## src/rtl/alu_uart_if.sv

```systemverilog
// Sequencer between a UART and an ALU: collects operand A, operand B and opcode bytes,
// then transmits the ALU result byte followed by a flags byte {carry, zero}.
module alu_uart_if #(
    parameter int unsigned NB_DATA  = 8,
    parameter int unsigned NB_STATE = 3
) (
    input  logic                i_clk,
    input  logic                i_reset,
    input  logic [NB_DATA-1:0]  i_rx_data,
    input  logic                i_rx_done,
    input  logic [NB_DATA-1:0]  i_alu_result,
    input  logic                i_alu_carry,
    input  logic                i_alu_zero,
    input  logic                i_tx_busy,
    output logic [NB_DATA-1:0]  o_alu_data,
    output logic                o_enable_1,
    output logic                o_enable_2,
    output logic                o_enable_3,
    output logic [NB_DATA-1:0]  o_tx_data,
    output logic                o_tx_start,
    output logic                o_rx_overrun,
    output logic [NB_STATE-1:0] o_state
);

    localparam logic [NB_STATE-1:0] StWaitA   = NB_STATE'(0);
    localparam logic [NB_STATE-1:0] StWaitB   = NB_STATE'(1);
    localparam logic [NB_STATE-1:0] StWaitOp  = NB_STATE'(2);
    localparam logic [NB_STATE-1:0] StExec    = NB_STATE'(3);
    localparam logic [NB_STATE-1:0] StCapture = NB_STATE'(4);
    localparam logic [NB_STATE-1:0] StSendRes = NB_STATE'(5);
    localparam logic [NB_STATE-1:0] StSendFlg = NB_STATE'(6);
    localparam logic [NB_STATE-1:0] StWaitTx  = NB_STATE'(7);

    logic [NB_STATE-1:0] state_q, state_d;
    logic [NB_DATA-1:0]  alu_data_q, alu_data_d;
    logic                en1_q, en1_d, en2_q, en2_d, en3_q, en3_d;
    logic [NB_DATA-1:0]  tx_data_q, tx_data_d;
    logic                tx_start_q, tx_start_d;
    logic                overrun_q, overrun_d;
    logic [NB_DATA-1:0]  res_q, res_d;
    logic                carry_q, carry_d, zero_q, zero_d;
    logic                sent_res_q, sent_res_d;
    logic                accepting;

    assign accepting = (state_q == StWaitA) || (state_q == StWaitB) || (state_q == StWaitOp);

    always_comb begin
        state_d    = state_q;
        alu_data_d = alu_data_q;
        en1_d      = 1'b0;
        en2_d      = 1'b0;
        en3_d      = 1'b0;
        tx_data_d  = tx_data_q;
        tx_start_d = 1'b0;
        overrun_d  = overrun_q | (i_rx_done & ~accepting);
        res_d      = res_q;
        carry_d    = carry_q;
        zero_d     = zero_q;
        sent_res_d = sent_res_q;

        case (state_q)
            StWaitA: if (i_rx_done) begin
                alu_data_d = i_rx_data;
                en1_d      = 1'b1;
                state_d    = StWaitB;
            end
            StWaitB: if (i_rx_done) begin
                alu_data_d = i_rx_data;
                en2_d      = 1'b1;
                state_d    = StWaitOp;
            end
            StWaitOp: if (i_rx_done) begin
                alu_data_d = i_rx_data;
                en3_d      = 1'b1;
                state_d    = StExec;
            end
            StExec: state_d = StCapture;
            StCapture: begin
                res_d   = i_alu_result;
                carry_d = i_alu_carry;
                zero_d  = i_alu_zero;
                state_d = StSendRes;
            end
            StSendRes: if (!i_tx_busy) begin
                tx_data_d  = res_q;
                tx_start_d = 1'b1;
                sent_res_d = 1'b1;
                state_d    = StWaitTx;
            end
            StSendFlg: if (!i_tx_busy) begin
                tx_data_d  = {{(NB_DATA-2){1'b0}}, carry_q, zero_q};
                tx_start_d = 1'b1;
                sent_res_d = 1'b0;
                state_d    = StWaitTx;
            end
            StWaitTx: begin
                // Start pulse marks the first cycle, before the transmitter can report busy.
                if (!tx_start_q && !i_tx_busy) begin
                    state_d = sent_res_q ? StSendFlg : StWaitA;
                end
            end
            default: state_d = StWaitA;
        endcase
    end

    always_ff @(posedge i_clk or negedge i_reset) begin
        if (!i_reset) begin
            state_q    <= StWaitA;
            alu_data_q <= '0;
            en1_q      <= 1'b0;
            en2_q      <= 1'b0;
            en3_q      <= 1'b0;
            tx_data_q  <= '0;
            tx_start_q <= 1'b0;
            overrun_q  <= 1'b0;
            res_q      <= '0;
            carry_q    <= 1'b0;
            zero_q     <= 1'b0;
            sent_res_q <= 1'b0;
        end else begin
            state_q    <= state_d;
            alu_data_q <= alu_data_d;
            en1_q      <= en1_d;
            en2_q      <= en2_d;
            en3_q      <= en3_d;
            tx_data_q  <= tx_data_d;
            tx_start_q <= tx_start_d;
            overrun_q  <= overrun_d;
            res_q      <= res_d;
            carry_q    <= carry_d;
            zero_q     <= zero_d;
            sent_res_q <= sent_res_d;
        end
    end

    assign o_state      = state_q;
    assign o_alu_data   = alu_data_q;
    assign o_enable_1   = en1_q;
    assign o_enable_2   = en2_q;
    assign o_enable_3   = en3_q;
    assign o_tx_data    = tx_data_q;
    assign o_tx_start   = tx_start_q;
    assign o_rx_overrun = overrun_q;

endmodule

```

## config.mk

```make
export PLATFORM = sky130hd
export DESIGN_NAME = alu_uart_if
export DESIGN_NICKNAME = d
export VERILOG_FILES = /design/src/rtl/alu_uart_if.sv
export SDC_FILE = /design/constraint.sdc
export NUM_CORES = 1
export LEC_CHECK = 0
export BUFFER_PORTS_ARGS = -buffer_cell sky130_fd_sc_hd__buf_2
export CELL_PAD_IN_SITES_DETAIL_PLACEMENT = 1
export CELL_PAD_IN_SITES_GLOBAL_PLACEMENT = 2
export CORE_MARGIN = 8
export CORE_UTILIZATION = 30
export CTS_CLUSTER_SIZE = 8
export DETAILED_ROUTE_END_ITERATION = 16
export PLACE_DENSITY = 0.79
export REMOVE_ABC_BUFFERS = 1
export SYNTH_ARGS = -nofsm -noshare
export SYNTH_HDL_FRONTEND = slang
export SYNTH_SLANG_ARGS = --single-unit
```

## constraint.sdc

```tcl
create_clock -name i_clk -period 2 [get_ports i_clk]
set_input_delay 0.4 -clock i_clk [delete_from_list [all_inputs] [get_ports i_clk]]
set_output_delay 0.4 -clock i_clk [all_outputs]
set_load 0.03 [all_outputs]
```

# ---- Word level (Yosys, flattened, before mapping)
# Cells that the tools add are included.
dict set report totals {
  regBits 35
  input_bits 22
  output_inout_bits 24
  wordCells 60
}
dict set report op_classes {
  eq_ne 14
  n_mux 19
  bitwise_logic 3
  n_reduce_logical 12
}
# cell count
set op_table {}
lappend op_table {{one-hot mux 3 bit (7 select lines)} 1}
lappend op_table {{2-to-1 mux 3 bit} 6}
lappend op_table {{2-to-1 mux 8 bit} 2}
lappend op_table {{one-hot mux 8 bit (2 select lines)} 1}
lappend op_table {{!= test 2 bit, second input constant} 7}
lappend op_table {{== test 3 bit, second input constant} 4}
lappend op_table {{2-to-1 mux 1 bit} 8}
lappend op_table {{== test 3 x 2 -> 1 bit, second input constant} 2}
lappend op_table {{AND reduction 5 bit} 1}
lappend op_table {{== test 3 x 1 -> 1 bit, second input constant} 1}
lappend op_table {{logical NOT 3 bit} 1}
lappend op_table {{AND reduction 3 bit} 1}
lappend op_table {{OR reduction 3 bit} 1}
lappend op_table {{logical NOT 1 bit} 2}
lappend op_table {{logical OR 1 bit} 2}
lappend op_table {{one-hot mux 1 bit (2 select lines)} 1}
lappend op_table {{AND reduction 2 bit} 1}
lappend op_table {{nonzero test 2 bit} 1}
lappend op_table {{OR reduction 2 bit} 1}
lappend op_table {{bitwise AND 1 bit} 1}
lappend op_table {{logical AND 1 bit} 1}
lappend op_table {{NOT 1 bit} 1}
lappend op_table {{OR 1 bit} 1}

# ---- Depth between registers and ports, before layout
dict set report logic_depth {
  word_depth 6
  depth_mapped 5
}

# ---- Worst setup path before layout
# No wires, ideal clock.
dict set report synth_path {
  path_type {register to register}
  start {reg state_q[0], in the netlist o_state[0]}
  end {reg carry_q}
  arrival_ns 1.432
  required_ns 1.875
  setup_slack_ns 0.443
  stages_incl_launch_ff 5
  period_less_slack_ns 1.557
  cell_sequence {dfrtp_1 > or2_1 > buf_2 > nor2_8 > mux2_2}
}
dict set report synth_between {
  elab_chain_cells 1
}
# item line_no
set synth_rtl {}
lappend synth_rtl {{from (decl)} 34} ;# logic [NB_STATE-1:0] state_q, state_d;
lappend synth_rtl {{from (signal assigned)} 108} ;# state_q <= StWaitA;
lappend synth_rtl {{from (signal assigned)} 121} ;# state_q <= state_d;
lappend synth_rtl {{== test 3 bit} 61} ;# case (state_q)
lappend synth_rtl {{to (signal assigned)} 130} ;# carry_q <= carry_d;
lappend synth_rtl {{to (decl)} 41} ;# logic carry_q, carry_d, zero_q, zero_d;
# Every way passes these cells.
# A chain may end at the register's enable or synchronous reset.

# ---- Worst setup path after layout
dict set report layout_path {
  start {reg state_q[1], in the netlist o_state[1]}
  end {out o_state[1]}
}
# item line_no
set layout_lines {}
lappend layout_lines {{to (decl)} 22} ;# output logic [NB_STATE-1:0] o_state
# No word-level cell between the ends.

==> impl_results.md <==
* Die ar. at 7560 µm²
* Worst Path Max Fanout at 18
* Crit path max-delay cell type: dfrtp_1
* Layout cells sized above 1 at 44.2%
* Ys Warns at 0
* DR iter-0 viols at 54
* Num ports at 46
* Post-CTS Setup Inserts at 0
* Drt wl/cell at 15.5 µm
* Final wirelength at 3750 µm
* Initial antenna violation count at 0
* Synth cell count leaders: 35 x dfrtp_1, 18 x mux2_2, 12 x nand2b_1
* Post-Syn Area per Cell at 12.3 µm²
* Die width at 86.9 µm
* Synth unique cells at 27
* ANT nets after route at 0
* Max-slew violation count at 0
* Total of max-cap violations at 0
* Average vias per placed instance at 4.69
* Outcome: completed
* CTS tree: built
* Core area at 4980 µm²
* Hold_buf cts at 0
* Ys async rst share at 100%
* Worst slew pin tran at 0.779 ns
* Final hold vios at 0
* Clk buf depth at 2
* Crit-path max cell delay at 0.51 ns
* Total clock buffers created by CTS at 5
* Crit path from: o_state[1]
* FF-to-FF Start: o_state[1]
* First-pass GRT wire length at about 6400 µm
* Peak supply drop at around 0.76 mV
* Setup Total Neg Slack at 0 ns
* Chip Height at 86.9 µm
* Port Buffer Count at 45
* Clock skew at 0.00705 ns
* Layout net count at between 150 and 200
* Final instance area at 1910 µm²
* Starting density of the core at a little under a third
* Post-DP Area at 1810 µm²
* Final Critical Period at 1.71 ns
* Final Cycle Share at 85.5%
* Setup crit end kind: output port
* H-Tree Level Count at 2
* DR pass1 iterations at 4
* Busiest grt layer: met2
* Top cell type's share of synthesized area at between 50% and 60%
* Detailed-route via count at 1134
* Clock Sinks at 35
* Worst-Skew Late Latency at 0.29 ns
* Routing usage on met1 at 12.0%
* Crit path cell chain: buf_4 -> buf_2
* Min Hold Slack at 0.187 ns
* CP Buf/Inv Count at 2
* Gr usage total at 11.0%
* Top-count cell post-synth: dfrtp_1
* Ant diodes at 0
* Cts repair resizes at 0
* Row Count at 26
* Top FF cell, synth: dfrtp_1
* Largest net degree at the start of global routing at 36
* RSZ-0062 raised after global routing: no
* Register area share after synthesis at 58.0%
* Detailed Place HPWL at 2880 µm
* GRT met3 Usage at 6.51%
* FF+latch count, synth at 35
* HP Class: input port to asynchronous set/reset pin
* Synth area leader: dfrtp_1
* Worst path arrival time at 1.31 ns
* F_max at 585 MHz
* Clock transition at path regs at 0.07 ns
* Mapped Cells at approximately 120
* Power per cell area at 1710 nW/µm²
* Overflow after GRT at 0
* Root buf cell: clkbuf_8
* DRC viols at 0
* Final core utilization at 38.3%
* EDFF count, synth at 0
* Vias in the first global route at 1306
* GR Util met2 at 17.3%
* Layout filler cell count at roughly 570
* Leakage at 0.000886 µW
* Total power at 3260 µW
* Setup violators final at 0
* Worst setup SP type: register
* Mapped Area at 1510 µm²
* WS Path Type: register to output port
* Synth top area cells: dfrtp_1 58%, mux2_2 13%, nand2b_1 5.0%, a22o_1 4.1%, nand2_1 2.7%
* Area delta synth->final at 26.3%
* Relative slew slack at 48.1%
* Critical Path RT at about 1.6 ns
* Placer congestion estimate at between 0.7 and 0.8
* Top delay family on crit path: flip-flops
[stage by stage]
step / setup WS, ns / cells
after floorplan: 0.281 / 117
after global placement: 0.537 / 234
after detailed placement: 0.467 / 234
after CTS: 0.294 / 242
after global routing: 0.214 / 242
final: 0.291 / 242
[metal layers]
metal | vias to the layer above | share of wire, % | wire length, µm
li1 | 530 | - | -
met1 | 560 | 40 | 1480
met2 | 37 | 50 | 1860
met3 | 7 | 9.4 | 352
met4 | 0 | 1.4 | 54
met5 | - | 0 | 0
[cell families (layout without fill, tap and decap cells)]
family	Yosys count	after routing	synth area share, %
DFF	35	35	58.0
and+or+nand+nor	35	35	12.9
AOI/OAI and AO/OA	28	28	13.3
muxes	18	18	13.4
buffers and inverters	7	56	2.32
[flip-flops by register name, indices dropped and copies added (netlist names)]
| signal | flops |
|---|---|
| o_enable_2 | 1 |
| o_state | 3 |
| o_rx_overrun | 1 |
| sent_res_q | 1 |
| zero_q | 1 |
| carry_q | 1 |
| o_enable_3 | 1 |
| o_tx_start | 1 |
| o_enable_1 | 1 |
| o_alu_data | 8 |
| res_q | 8 |
| o_tx_data | 8 |
[power by group]
part | leakage, µW | internal, µW | total (µW) | switching (µW)
Combinational | 0.000412 | 577 | 1460 | 885
Sequential | 0.000422 | 1020 | 1230 | 215
Clock | 0.0000515 | 314 | 562 | 248
[layout make-up]
| type | count | area, µm² | share of cell area (%) |
|---|---|---|---|
| timing repair buffer | 47 | 240 | 12.6 |
| sequential | 35 | 876 | 46.0 |
| tap | 70 | 87.6 | 4.60 |
| inverter | 1 | 3.75 | 0.197 |
| clock buffer | 8 | 100 | 5.25 |
| multi-input combinational | 81 | 598 | 31.4 |
[final timing paths]
kind	end	slack (ns)	cells after the start
max in group asynchronous	o_alu_data[0]	1.32	1
min reg2reg	o_rx_overrun	0.46	1
max reg2reg	res_q[3]	0.45	3
min in group i_clk	o_alu_data[7]	0.34	2
min	o_tx_data[2]	0.19	1
max	o_state[1]	0.29	2
[cell usage in the layout, fill, tap and decap left out, drive strengths merged, types with 2 or more instances in the layout]
cell    netlist  layout
nand2b       12      12
buf           4      47
a21o          2       2
mux2         18      18
a211oi        2       2
clkbuf        2       8
nor2          5       5
o21ai         7       7
a21oi         3       3
nand2        11      11
nand3         3       3
dfrtp        35      35
nor3          2       2
a22o          7       7
o31ai         2       2
Power figures use the tool's default switching activity.
